==> src/rtl/imm_gen_fifo_if.sv <==
// =====================================================================
// imm_gen_fifo_if : valid/ready bus for the buffered immediate generator
// Macro IMM_ILLEGAL_EN adds err_out.            Rev 1.0
// =====================================================================
`default_nettype none

interface imm_gen_fifo_if #(
    parameter int WORD_LENGTH = 32
);
    logic                   in_valid;
    logic                   in_ready;
    logic [24:0]            instr_part;
    logic [2:0]             cntrl;
    logic                   out_valid;
    logic                   out_ready;
    logic [WORD_LENGTH-1:0] data_out;
`ifdef IMM_ILLEGAL_EN
    logic                   err_out;
`endif

    // Producer/consumer side (decode stage and execute stage)
    modport master (
        output in_valid,
        output instr_part,
        output cntrl,
        output out_ready,
        input  in_ready,
        input  out_valid,
`ifdef IMM_ILLEGAL_EN
        input  err_out,
`endif
        input  data_out
    );

    modport slave (
        input  in_valid,
        input  instr_part,
        input  cntrl,
        input  out_ready,
        output in_ready,
        output out_valid,
`ifdef IMM_ILLEGAL_EN
        output err_out,
`endif
        output data_out
    );
endinterface

`default_nettype wire

==> src/rtl/imm_gen_fifo.sv <==
// =====================================================================
// imm_gen_fifo : RISC-V I/S/B/U/J immediate decoder feeding a FIFO.
// Macro IMM_ILLEGAL_EN stores an err bit per entry.   Rev 1.0
// =====================================================================
`default_nettype none

module imm_gen_fifo #(
    parameter int WORD_LENGTH = 32,
    parameter int FIFO_DEPTH  = 2
) (
    input  wire logic          clk,
    input  wire logic          rst_n,
    imm_gen_fifo_if.slave      bus
);
    localparam int PTR_W = $clog2(FIFO_DEPTH);
    localparam int CNT_W = PTR_W + 1;

    localparam logic [2:0] C_I_LOAD = 3'b100;
    localparam logic [2:0] C_I_ALU  = 3'b010;
    localparam logic [2:0] C_S      = 3'b001;
    localparam logic [2:0] C_B      = 3'b011;
    localparam logic [2:0] C_U      = 3'b101;
    localparam logic [2:0] C_J      = 3'b110;

    logic [PTR_W-1:0]       wr_ptr_q, wr_ptr_d;
    logic [PTR_W-1:0]       rd_ptr_q, rd_ptr_d;
    logic [CNT_W-1:0]       count_q,  count_d;
    logic [WORD_LENGTH-1:0] mem_q [FIFO_DEPTH];

    logic [24:0]            ip;
    logic [31:0]            imm32;
    logic [WORD_LENGTH-1:0] imm_d;
    logic                   full, empty, push, pop;

    assign ip    = bus.instr_part;
    assign full  = (count_q == CNT_W'(FIFO_DEPTH));
    assign empty = (count_q == '0);
    assign push  = bus.in_valid && !full;
    assign pop   = bus.out_ready && !empty;

    // Every format's sign bit is instr[31] (ip[24]), so decode to 32 bits first.
    always_comb begin
        imm32 = 32'h0;
        case (bus.cntrl)
            C_I_LOAD, C_I_ALU: imm32 = {{20{ip[24]}}, ip[24:13]};
            C_S:               imm32 = {{20{ip[24]}}, ip[24:18], ip[4:0]};
            C_B:               imm32 = {{19{ip[24]}}, ip[24], ip[0], ip[23:18], ip[4:1], 1'b0};
            C_U:               imm32 = {ip[24:5], 12'h000};
            C_J:               imm32 = {{11{ip[24]}}, ip[24], ip[12:5], ip[13], ip[23:14], 1'b0};
            default:           imm32 = 32'h0;
        endcase
    end

    always_comb begin
        imm_d        = {WORD_LENGTH{imm32[31]}};
        imm_d[31:0]  = imm32;
    end

    always_comb begin
        wr_ptr_d = wr_ptr_q;
        rd_ptr_d = rd_ptr_q;
        count_d  = count_q;
        if (push) begin
            wr_ptr_d = wr_ptr_q + PTR_W'(1);
        end
        if (pop) begin
            rd_ptr_d = rd_ptr_q + PTR_W'(1);
        end
        if (push && !pop) begin
            count_d = count_q + CNT_W'(1);
        end else if (pop && !push) begin
            count_d = count_q - CNT_W'(1);
        end
    end

    always_ff @(posedge clk or negedge rst_n) begin
        if (!rst_n) begin
            wr_ptr_q <= '0;
            rd_ptr_q <= '0;
            count_q  <= '0;
        end else begin
            wr_ptr_q <= wr_ptr_d;
            rd_ptr_q <= rd_ptr_d;
            count_q  <= count_d;
        end
    end

    // Storage carries no reset; the empty gate below masks stale contents.
    always_ff @(posedge clk) begin
        if (push) begin
            mem_q[wr_ptr_q] <= imm_d;
        end
    end

    assign bus.in_ready  = !full;
    assign bus.out_valid = !empty;
    assign bus.data_out  = empty ? '0 : mem_q[rd_ptr_q];

`ifdef IMM_ILLEGAL_EN
    logic err_mem_q [FIFO_DEPTH];
    logic err_d;

    assign err_d = (bus.cntrl == 3'b000) || (bus.cntrl == 3'b111);

    always_ff @(posedge clk) begin
        if (push) begin
            err_mem_q[wr_ptr_q] <= err_d;
        end
    end

    assign bus.err_out = empty ? 1'b0 : err_mem_q[rd_ptr_q];
`endif

endmodule

`default_nettype wire

==> src/flat_wrapper.sv <==
// flat-port wrapper written by rule: the top's interface ports become plain ports
module imm_gen_fifo_flat 
#(
    parameter int WORD_LENGTH = 32,
    parameter int FIFO_DEPTH  = 2
)
  (clk, rst_n, bus_in_valid, bus_instr_part, bus_cntrl, bus_out_ready, bus_in_ready, bus_out_valid, bus_data_out);
  imm_gen_fifo_if #(.WORD_LENGTH(WORD_LENGTH)) bus_i ();
  input  wire logic clk;
  input  wire logic rst_n;
  input wire logic [$bits(bus_i.in_valid)-1:0] bus_in_valid;
  input wire logic [$bits(bus_i.instr_part)-1:0] bus_instr_part;
  input wire logic [$bits(bus_i.cntrl)-1:0] bus_cntrl;
  input wire logic [$bits(bus_i.out_ready)-1:0] bus_out_ready;
  output wire logic [$bits(bus_i.in_ready)-1:0] bus_in_ready;
  output wire logic [$bits(bus_i.out_valid)-1:0] bus_out_valid;
  output wire logic [$bits(bus_i.data_out)-1:0] bus_data_out;
  assign bus_i.in_valid = bus_in_valid;
  assign bus_i.instr_part = bus_instr_part;
  assign bus_i.cntrl = bus_cntrl;
  assign bus_i.out_ready = bus_out_ready;
  assign bus_in_ready = bus_i.in_ready;
  assign bus_out_valid = bus_i.out_valid;
  assign bus_data_out = bus_i.data_out;
  imm_gen_fifo #(.WORD_LENGTH(WORD_LENGTH), .FIFO_DEPTH(FIFO_DEPTH)) u_core (.clk(clk), .rst_n(rst_n), .bus(bus_i));
endmodule
==> config.mk <==
export PLATFORM = sky130hd
export DESIGN_NAME = imm_gen_fifo_flat
export DESIGN_NICKNAME = d
export VERILOG_FILES = /design/src/rtl/imm_gen_fifo_if.sv /design/src/rtl/imm_gen_fifo.sv /design/src/flat_wrapper.sv
export SDC_FILE = /design/constraint.sdc
export NUM_CORES = 1
export LEC_CHECK = 0
export ABC_AREA = 1
export CORE_ASPECT_RATIO = 1.1
export CORE_MARGIN = 3
export CORE_UTILIZATION = 55
export CTS_BUF_LIST = sky130_fd_sc_hd__clkbuf_4 sky130_fd_sc_hd__clkbuf_8
export DETAILED_ROUTE_END_ITERATION = 8
export PLACE_DENSITY = 0.86
export SKIP_CTS_REPAIR_TIMING = 1
export SLEW_MARGIN = 15
export SYNTH_ARGS = -nofsm -noshare
export SYNTH_HDL_FRONTEND = slang
export SYNTH_SLANG_ARGS = --single-unit
export TNS_END_PERCENT = 5
==> constraint.sdc <==
create_clock -name clk -period 6 [get_ports clk]
set_input_delay 1.2 -clock clk [delete_from_list [all_inputs] [get_ports clk]]
set_output_delay 1.2 -clock clk [all_outputs]
set_load 0.03 [all_outputs]
==> flow_metrics.tcl <==
set metrics [dict create \
    core_um2 5169 \
    syn-num-nets 335 \
    vias 2389 \
    dp_slack_ns 2.619 \
    final_cell_mix "nand2_1, clkdlybuf4s50_1, edfxtp_1" \
    synth_top_family_by_area "simple AND/OR/NAND/NOR gates" \
    grt_max_degree 34 \
    yosys-mux-area-fraction_pct 0 \
    die_w_um 76.99 \
    fmax_mhz 263.2 \
    synth_compound_area_share_pct 6.401 \
    clkPwrFrac_pct 17.7 \
    power.leakage_nw 1.583 \
    drive_above_1_share_pct 7.219 \
    p_per_area_nw_per_um2 524.3 \
    grt_remaining_overflow 0 \
    io_buffer_count 65 \
    power_mw 2.064 \
    rrSetupSlack_ns 4.23 \
    hold_class "reg -> reg" \
    routedWlPerCell_um 15.52 \
    slew_headroom_pct 49.81 \
    via_per_inst 5.357 \
    cpPeakStageDelay_ns 0.61 \
    synth.avg_cell_area_um2 10.10 \
    ys_top_cells_by_area "edfxtp_1, nand2_1, a21oi_1" \
    synth_top_area_share_pct 63.03 \
    ant_nets 0 \
    synth_xor_area_share_pct 0.5745 \
    grt_usage_pct 22.36 \
    cts.clk_slew.worst_paths_ns 0.07 \
    cap_violations 0 \
    layout_setup_ws_ns 2.201 \
    drc 0 \
    syn2layout_area_growth_pct 29.09 \
    die_area_um2 6474 \
    cp_common_cell "buf_4" \
    critPathTopFamily "buffers and inverters" \
    whs_path_depth 2 \
    synth_largest_area_cell "edfxtp_1" \
    syn_inst 302 \
    crit_path_end "bus_data_out[5]" \
    cts_buffers 9 \
    clock_sinks 68 \
    reg2reg_from "u_core.rd_ptr_q" \
    wl_mm 6.920 \
    criticalPathCategory "reg -> out" \
    grt_pass1_wl_mm 11.07 \
    r2r.worst_path.cells 4 \
    synth_seq_area_share_pct 66.31 \
    switching_share_pct 40.93 \
    fin_crit_sh_pct 63.32 \
    hold_violations 0 \
    cts_root_buf "clkbuf_8" \
    final.setup_skew_ns 0.006127 \
    layout_commonest_cell "nand2_1" \
    globalplace.congestion 0.8599 \
    htreeDepth 3 \
    yosysWarnings 0 \
    min_period_ns 3.799 \
    drv_slew 0 \
    status "finished, final reports clean" \
    cp.required_ns 4.80 \
    num_antenna_cells 0 \
    p_switching_mw 0.8447 \
    n_fill_cell 352 \
    crit_path_end_kind "output port" \
    place_hpwl_mm 4.571 \
    synth_seq_cells 68 \
    die_h_um 84.09 \
    worst-path-buf-inv 4 \
    p_seq_share_pct 34.0 \
    comb_power_share_pct 48.3 \
    cp_cell_sequence "buf_4 -> clkinv_1 -> buf_4 -> nand2_1 -> a21oi_1 -> clkdlybuf4s50_1" \
    synth_cell_types 20 \
    row_count 27 \
    start_util_pct 58.99 \
    synth_simple_gate_area_share_pct 20.48 \
    start_kind "flop" \
    crit_path_start "u_core.rd_ptr_q" \
    clk_path_buf_depth 2 \
    crit_fanout 33 \
    r2r_end "u_core.rd_ptr_q" \
    setup_tns_ns 0 \
    io_pins 66 \
    setup_violations 0 \
    cp_slowest_cell "clkdlybuf4s50_1" \
    worst_pin_slew_ns 0.7508 \
    grt_pass1_vias 2310 \
    netlist_area_um2 3049 \
    tritoncts "done" \
    synth_fa_ha_area_share_pct 0.4103 \
    path_depth 6 \
    worst_ir_drop_vdd_mv 0.3146 \
    nets 402 \
    antenna_found_initial 0 \
    critPathArrivalTime_ns 2.60 \
    clk_latency_ns 0.33 \
    p_int_mw 1.219 \
    rsz0062_at_grt "false" \
    first_pass_iters 4 \
    drt-initial-drc-count 248 \
]
-- metrics by stage --
step,hold slack (ns),std cells,cell area (um^2),util (%)
6_report,0.5457,446,3936,76.16
5_1_grt,0.5726,446,3936,76.16
4_1_cts,0.5517,446,3936,76.16
3_5_place_dp,0.5357,430,3745,72.45
3_3_place_gp,0.5237,430,3745,72.45
2_1_floorplan,0.4865,302,3049,-
-- layer usage --
layer	track usage (%)	vias to the layer above	wire (um)
met5	0	-	0
met1	26.52	1137	2751
met4	10.19	0	118
met3	3.780	14	410
met2	39.54	89	3640
li1	-	1149	-
-- area by class of cell --
| cell class | instances | area (um^2) | area share, % |
|---|---|---|---|
| clock buffers | 11 | 138.9 | 3.528 |
| clock inverters | 5 | 52.55 | 1.335 |
| inverters | 24 | 90.09 | 2.289 |
| multi-input cells | 196 | 854.6 | 21.71 |
| flip-flops and latches | 68 | 2022 | 51.37 |
| well taps | 72 | 90.09 | 2.289 |
| repair buffers | 70 | 688.2 | 17.48 |
-- worst register-to-register path, cell delays in order (launching register included) --
cell and delay, ns:
dfrtp_1 0.33, buf_4 0.32, clkinv_1 0.45, buf_4 0.37, xor2_1 0.19
-- power by group through the flow --
stage / combinational [mW] / sequential, mW / clock, mW
floorplan: 0.614 / 0.702 / 0
global placement: 0.975 / 0.705 / 0
detailed placement: 0.999 / 0.710 / 0
CTS: 1.01 / 0.701 / 0.368
global route: 1.06 / 0.711 / 0.395
finish: 0.997 / 0.702 / 0.366
-- synth_stat cells --
cell	number
a21oi_1	32
buf_2	7
buf_6	3
clkbuf_1	3
clkbuf_4	1
clkinv_1	1
dfrtp_1	4
edfxtp_1	64
ha_1	1
inv_1	21
inv_2	2
nand2_1	107
nand2_2	1
nand3_1	29
nand4_1	2
nor2_1	14
nor2_2	1
o21ai_0	7
xnor2_1	1
xor2_1	1
-- worst min-delay path by stage --
stage                      start                 to  slack, ns
5_1_grt        u_core.count_q[0]  u_core.count_q[0]       0.57
3_5_place_dp   u_core.count_q[1]  u_core.count_q[1]       0.54
6_report       u_core.count_q[1]  u_core.count_q[1]       0.55
3_3_place_gp     u_core.wr_ptr_q    u_core.wr_ptr_q       0.52
2_1_floorplan    u_core.wr_ptr_q    u_core.wr_ptr_q       0.49
4_1_cts        u_core.count_q[0]  u_core.count_q[0]       0.55
-- registers in the layout, indices dropped and copies added, names as in the netlist --
signal and cells:
u_core.wr_ptr_q 1, u_core.count_q 2, u_core.mem_q 64, u_core.rd_ptr_q 1
-- cells by family (layout without fill, tap and decap cells) --
group / Yosys count / after routing
AO/OA/AOI/OAI: 39 / 39
XOR/XNOR: 2 / 2
adder cells (fa/ha/maj): 1 / 1
buffers and inverters: 38 / 110
flip-flops: 68 / 68
AND/OR/NAND/NOR: 154 / 154
Power figures use the tool's default switching activity.
